--- src/rtl/aes_round_key_sequencer.sv ---
// Steps an external one-round AES-128 key schedule stage through rounds 1..NUM_ROUNDS
// and keeps rk0..rkN for random-access reads. Optional macro KEY_ZEROIZE_EN adds a zeroize input.
module aes_round_key_sequencer #(
    parameter int NUM_ROUNDS    = 10,
    parameter int SCHED_LATENCY = 1
) (
    input  logic         clk,
    input  logic         rst_n,
    input  logic         start,
    input  logic [127:0] cipher_key,
`ifdef KEY_ZEROIZE_EN
    input  logic         zeroize,
`endif
    output logic         busy,
    output logic         done,
    output logic         key_valid,
    output logic [3:0]   ks_round,
    output logic [127:0] ks_key,
    input  logic [127:0] ks_next,
    input  logic [3:0]   rd_round,
    output logic [127:0] rd_key
);

    typedef enum logic [1:0] {S_IDLE, S_WAIT, S_CAPTURE} state_t;

    localparam logic [3:0] ROUND_IDLE = 4'(NUM_ROUNDS + 1);
    localparam logic [3:0] ROUND_LAST = 4'(NUM_ROUNDS);
    localparam logic [1:0] WAIT_LAST  = 2'(SCHED_LATENCY - 1);

    state_t         state_q, state_d;
    logic [1:0]     cnt_q, cnt_d;
    logic [3:0]     ks_round_q, ks_round_d;
    logic [127:0]   ks_key_q, ks_key_d;
    logic           busy_q, busy_d;
    logic           done_q, done_d;
    logic           key_valid_q, key_valid_d;
    logic [127:0]   rk_q [NUM_ROUNDS+1];
    logic [127:0]   rk_d [NUM_ROUNDS+1];

    logic           wr_en;
    logic [3:0]     wr_idx;
    logic [127:0]   wr_data;
    logic           rk_clr;

    always_comb begin
        state_d     = state_q;
        cnt_d       = cnt_q;
        ks_round_d  = ks_round_q;
        ks_key_d    = ks_key_q;
        busy_d      = busy_q;
        done_d      = 1'b0;
        key_valid_d = key_valid_q;
        wr_en       = 1'b0;
        wr_idx      = ks_round_q;
        wr_data     = ks_next;
        rk_clr      = 1'b0;

        case (state_q)
            S_IDLE: begin
                if (start) begin
                    state_d     = S_WAIT;
                    cnt_d       = 2'd0;
                    ks_round_d  = 4'd1;
                    ks_key_d    = cipher_key;
                    busy_d      = 1'b1;
                    key_valid_d = 1'b0;
                    wr_en       = 1'b1;
                    wr_idx      = 4'd0;
                    wr_data     = cipher_key;
                end
            end
            S_WAIT: begin
                // ks_round/ks_key stay frozen until the stage output has settled
                if (cnt_q == WAIT_LAST) begin
                    state_d = S_CAPTURE;
                    cnt_d   = 2'd0;
                end else begin
                    cnt_d = cnt_q + 2'd1;
                end
            end
            S_CAPTURE: begin
                wr_en    = 1'b1;
                ks_key_d = ks_next;
                if (ks_round_q == ROUND_LAST) begin
                    state_d     = S_IDLE;
                    ks_round_d  = ROUND_IDLE;
                    busy_d      = 1'b0;
                    done_d      = 1'b1;
                    key_valid_d = 1'b1;
                end else begin
                    state_d    = S_WAIT;
                    ks_round_d = ks_round_q + 4'd1;
                end
            end
            default: state_d = S_IDLE;
        endcase

`ifdef KEY_ZEROIZE_EN
        if (zeroize) begin
            state_d     = S_IDLE;
            cnt_d       = 2'd0;
            ks_round_d  = ROUND_IDLE;
            ks_key_d    = '0;
            busy_d      = 1'b0;
            done_d      = 1'b0;
            key_valid_d = 1'b0;
            wr_en       = 1'b0;
            rk_clr      = 1'b1;
        end
`endif
    end

    always_comb begin
        for (int i = 0; i <= NUM_ROUNDS; i++) begin
            rk_d[i] = rk_q[i];
            if (rk_clr) begin
                rk_d[i] = '0;
            end else if (wr_en && (wr_idx == 4'(i))) begin
                rk_d[i] = wr_data;
            end
        end
    end

    always_ff @(posedge clk) begin
        if (!rst_n) begin
            state_q     <= S_IDLE;
            cnt_q       <= 2'd0;
            ks_round_q  <= ROUND_IDLE;
            ks_key_q    <= '0;
            busy_q      <= 1'b0;
            done_q      <= 1'b0;
            key_valid_q <= 1'b0;
            for (int i = 0; i <= NUM_ROUNDS; i++) begin
                rk_q[i] <= '0;
            end
        end else begin
            state_q     <= state_d;
            cnt_q       <= cnt_d;
            ks_round_q  <= ks_round_d;
            ks_key_q    <= ks_key_d;
            busy_q      <= busy_d;
            done_q      <= done_d;
            key_valid_q <= key_valid_d;
            for (int i = 0; i <= NUM_ROUNDS; i++) begin
                rk_q[i] <= rk_d[i];
            end
        end
    end

    // Indices beyond the last round key read as zero
    always_comb begin
        rd_key = '0;
        for (int i = 0; i <= NUM_ROUNDS; i++) begin
            if (rd_round == 4'(i)) begin
                rd_key = rk_q[i];
            end
        end
    end

    assign busy      = busy_q;
    assign done      = done_q;
    assign key_valid = key_valid_q;
    assign ks_round  = ks_round_q;
    assign ks_key    = ks_key_q;

endmodule

--- config.mk ---
export PLATFORM = sky130hd
export DESIGN_NAME = aes_round_key_sequencer
export DESIGN_NICKNAME = d
export VERILOG_FILES = /design/src/rtl/aes_round_key_sequencer.sv
export SDC_FILE = /design/constraint.sdc
export NUM_CORES = 2
export LEC_CHECK = 0
export CAP_MARGIN = 20
export CORE_MARGIN = 5
export CORE_UTILIZATION = 50
export CTS_CLUSTER_DIAMETER = 200
export DETAILED_ROUTE_END_ITERATION = 8
export PLACE_DENSITY = 0.79
export SLEW_MARGIN = 30
export SYNTH_ARGS = -nofsm -noshare
export SYNTH_HDL_FRONTEND = slang
export SYNTH_SLANG_ARGS = --single-unit
--- constraint.sdc ---
create_clock -name clk -period 2.2 [get_ports clk]
set_input_delay 0.44 -clock clk [delete_from_list [all_inputs] [get_ports clk]]
set_output_delay 0.44 -clock clk [all_outputs]
set_load 0.05 [all_outputs]
==> flow_summary_export.csv <==
group,metric,value,unit
worst_setup_path,reg2reg_to,"rk_q[8][93]$_SDFFE_PN0P_",
run_status,violations,"setup timing",
global_routing,grt_pass1_vias,65700,
timing,setup_ws,-0.700,ns
placement,post_dp_cell_area,81500,um^2
worst_setup_path,cp_max_fo,2,
yosys,synth_warnings,0,
layout,layout_commonest_cell,"nor2_1",
power_and_ir_drop,seq_power_share,0.415,
yosys,synth_area_leaders,"dfxtp_1, a211oi_1, nor2_1, mux2i_1, clkbuf_1",
worst_setup_path,worst-r2r-cell-count,7,
placement,place_ws,-0.775,ns
yosys,synth-async-reset-ratio,0,
floorplanning,io_pins,526,
flow_run,drv_cap,0,
power_and_ir_drop,vdd_drop_max,645,uV
power_and_ir_drop,p_leak,33.1,nW
power_and_ir_drop,power.switching_fraction,0.278,
yosys,synth_edf_count,0,
timing,fin_tns_setup,-69.11,ns
worst_setup_path,cp.required,1.76,ns
worst_setup_path,worst_setup_path_end_kind,"primary output",
layout,fillCellCount,8747,
worst_setup_path,crit_arrival,2.46,ns
worst_setup_path,start_kind,"register",
yosys,netlist_area,66800,um^2
floorplanning,coreArea,133000,um^2
timing,hold_viol,0,
drt,drtIter0Drc,9104,
power_and_ir_drop,power_per_cell_area,751,nW/um^2
timing,finalSetupViolations,133,
drt,drt_first_pass_iters,9,
clock_tree,clk_pin_slew,0.06,ns
layout,drive_above_1_share,0.239,
timing,whs,0.229,ns
layout,multi_input_area,36400,um^2
timing,slew_headroom,0.426,
placement,gp_congestion,0.880,
yosys,synth_cell_type_count,57,
yosys,synth.avg_cell_area,8.44,um^2
floorplanning,die_area,141000,um^2
drt,routedWlPerCell,25.3,um
clock_tree,clk_path_buf_depth,3,
drt,num_vias,68800,
worst_setup_path,path_cells,"nor2b_1, a2111oi_1, or4_1, o211ai_1, buf_4, buf_12",
global_routing,grt_max_degree,131,
run_status,outcome,"complete, but fails checks",
layout,area.growth.synth_to_final,39.8,%
drt,vias_per_cell,6.53,
global_routing,antenna_found_initial,3,
global_routing,grt_first_pass_wirelength,383000,um
drt,ant_nets,0,
worst_setup_path,worstSetupPathType,"reg -> out",
yosys,synth_cells,7909,
yosys,yosys.area.top_type_share,0.464,
yosys,syn_nets,8176,
min_path,holdCritPathClass,"in -> reg",
clock_tree,insertion_delay,0.80,ns
timing,skew,0.0222,ns
clock_tree,cts-hold-fix-buffers,0,
yosys,ys.flop_type,"dfxtp_1",
drt,drt_wl_total,266000,um
worst_setup_path,endpoint,"rd_key[88]",
floorplanning,die_w,375,um
yosys,synth-seq-area-share,0.464,
clock_tree,clockRootBuffer,"clkbuf_16",
layout,final_util,0.701,
timing,tightest_slew,0.861,ns
power_and_ir_drop,intPower,50.6,mW
timing,drv_slew,0,
yosys,synth_top_cell_by_area,"dfxtp_1",
layout,regArea,31100,um^2
yosys,synth.ff_latch_count,1547,
clock_tree,cts_buffers,160,
timing,maxClockFrequency,345,MHz
timing,period_share,1.32,
placement,portBuffers,525,
power_and_ir_drop,power_switching,19.5,mW
worst_setup_path,r2r_slack,-0.02,ns
layout,nets,8905,
floorplanning,std_cell_rows,134,
power_and_ir_drop,comb_power_share,0.171,
placement,dp_hpwl,153000,um
layout,final_cell_mix,"nor2_1, dfxtp_1, a211oi_1, buf_4, nand2_1",
floorplanning,start_util,0.502,
worst_setup_path,cp_slowest_cell,"or4_1",
global_routing,grt_overflow,0,
power_and_ir_drop,clkPwrFrac,0.413,
worst_setup_path,max_stage_delay,0.54,ns
layout,finalInstanceArea,93400,um^2
timing,min_period,2.90,ns
timing,grt_setup_unrepaired,"yes",
global_routing,grt_use_total,0.340,
clock_tree,cts.htree.levels,4,
worst_setup_path,crit_start,"rk_q[4][88]$_SDFFE_PN0P_",
clock_tree,cts_tree,"built",
drt,drcViolationCount,0,
worst_setup_path,r2r-start,"state_q[1]$_SDFFE_PN0P_",
clock_tree,cts.sinks,1547,
floorplanning,die_h,375,um
## area by class of cell
| type | count | area share |
|---|---|---|
| Antenna cell | 3 | 0.0000804 |
| Sequential cell | 1547 | 0.333 |
| Tap cell | 1768 | 0.0237 |
| Clock inverter | 55 | 0.00781 |
| Multi-Input combinational cell | 5422 | 0.389 |
| Timing Repair Buffer | 1500 | 0.194 |
| Inverter | 7 | 0.000402 |
| Clock buffer | 235 | 0.0519 |
## critical path, delay by kind of cell, from the launching register on
family,cells,cell delay (ns)
AO/OA/AOI/OAI,2,0.29
buffers and inverters,2,0.34
flip-flops,1,0.34
AND/OR/NAND/NOR,2,0.68
## power by group through the flow
stage | clock (mW) | combinational, mW | sequential [mW]
3_5_place_dp | 0 | 10.7 | 29.7
6_report | 29.0 | 12.0 | 29.1
3_3_place_gp | 0 | 10.5 | 29.6
2_1_floorplan | 0 | 5.09 | 30.5
5_1_grt | 30.1 | 12.4 | 29.2
4_1_cts | 28.9 | 11.3 | 29.1
## flip-flops by register name (all words and copies together), names as in the netlist
register	count
busy	1
done	1
cnt_q	2
rk_q	1408
ks_round	4
ks_key	128
state_q	2
key_valid	1
## how the worst min path moves through the flow
stage,from,to,slack (ns),depth (start not counted)
final,ks_next[43],ks_key[43]$_SDFFE_PN0P_,0.23,3
after global routing,ks_next[43],ks_key[43]$_SDFFE_PN0P_,0.24,3
after CTS,ks_next[16],ks_key[16]$_SDFFE_PN0P_,0.20,3
after detailed placement,key_valid$_SDFFE_PN0P_,key_valid$_SDFFE_PN0P_,0.45,2
after global placement,key_valid$_SDFFE_PN0P_,key_valid$_SDFFE_PN0P_,0.46,2
after floorplan,cnt_q[0]$_SDFFE_PN0P_,cnt_q[0]$_SDFFE_PN0P_,0.47,2
## synthesized netlist by cell type (16+ instances only)
master,number
a2111oi_0,39
nor3_1,16
clkbuf_1,592
buf_1,53
or4_1,20
a22oi_1,38
mux2i_1,307
nand2_1,488
a211oi_1,1414
nand2b_1,25
o211ai_1,96
mux2_2,64
nor2_1,1960
nor2b_1,27
buf_4,38
a221oi_1,61
o21ai_1,26
dfxtp_1,1547
o21a_1,20
o21ai_0,302
a21oi_1,96
mux4_2,20
a311oi_1,128
nor4_1,54
o22ai_1,107
buf_2,250
## cell families after synthesis
group,count (synthesis),share of synthesized area
compound gates,2392,0.256
mux,391,0.0636
simple gates,2633,0.156
buf+inv,940,0.0597
fa+ha+maj,4,0.000750
xor+xnor,2,0.000262
flops,1547,0.464
## layer usage
metal / track usage / share of wire / vias to the layer above
met1: 0.419 / 0.37 / 32800
li1: - / - / 29900
met2: 0.538 / 0.45 / 4794
met3: 0.0833 / 0.11 / 1220
met5: 0 / 0.000056 / -
met4: 0.205 / 0.069 / 2
## stage by stage
| step | std cells | power (mW) |
|---|---|---|
| final | 10500 | 70.1 |
| after global routing | 10500 | 71.7 |
| after CTS | 10400 | 69.3 |
| after detailed placement | 10000 | 40.3 |
| after global placement | 10000 | 40.1 |
| after floorplan | 7909 | 35.6 |
## repair_timing
| item | CTS | global route |
|---|---|---|
| setup buffers | 127 | 116 |
| gates resized for setup | 663 | 436 |
| endpoints found under the setup margin | 401 | 183 |
| gates cloned | 32 | 10 |
| pin swaps | 224 | 202 |
No activity file was read; power rests on OpenSTA's default activity.
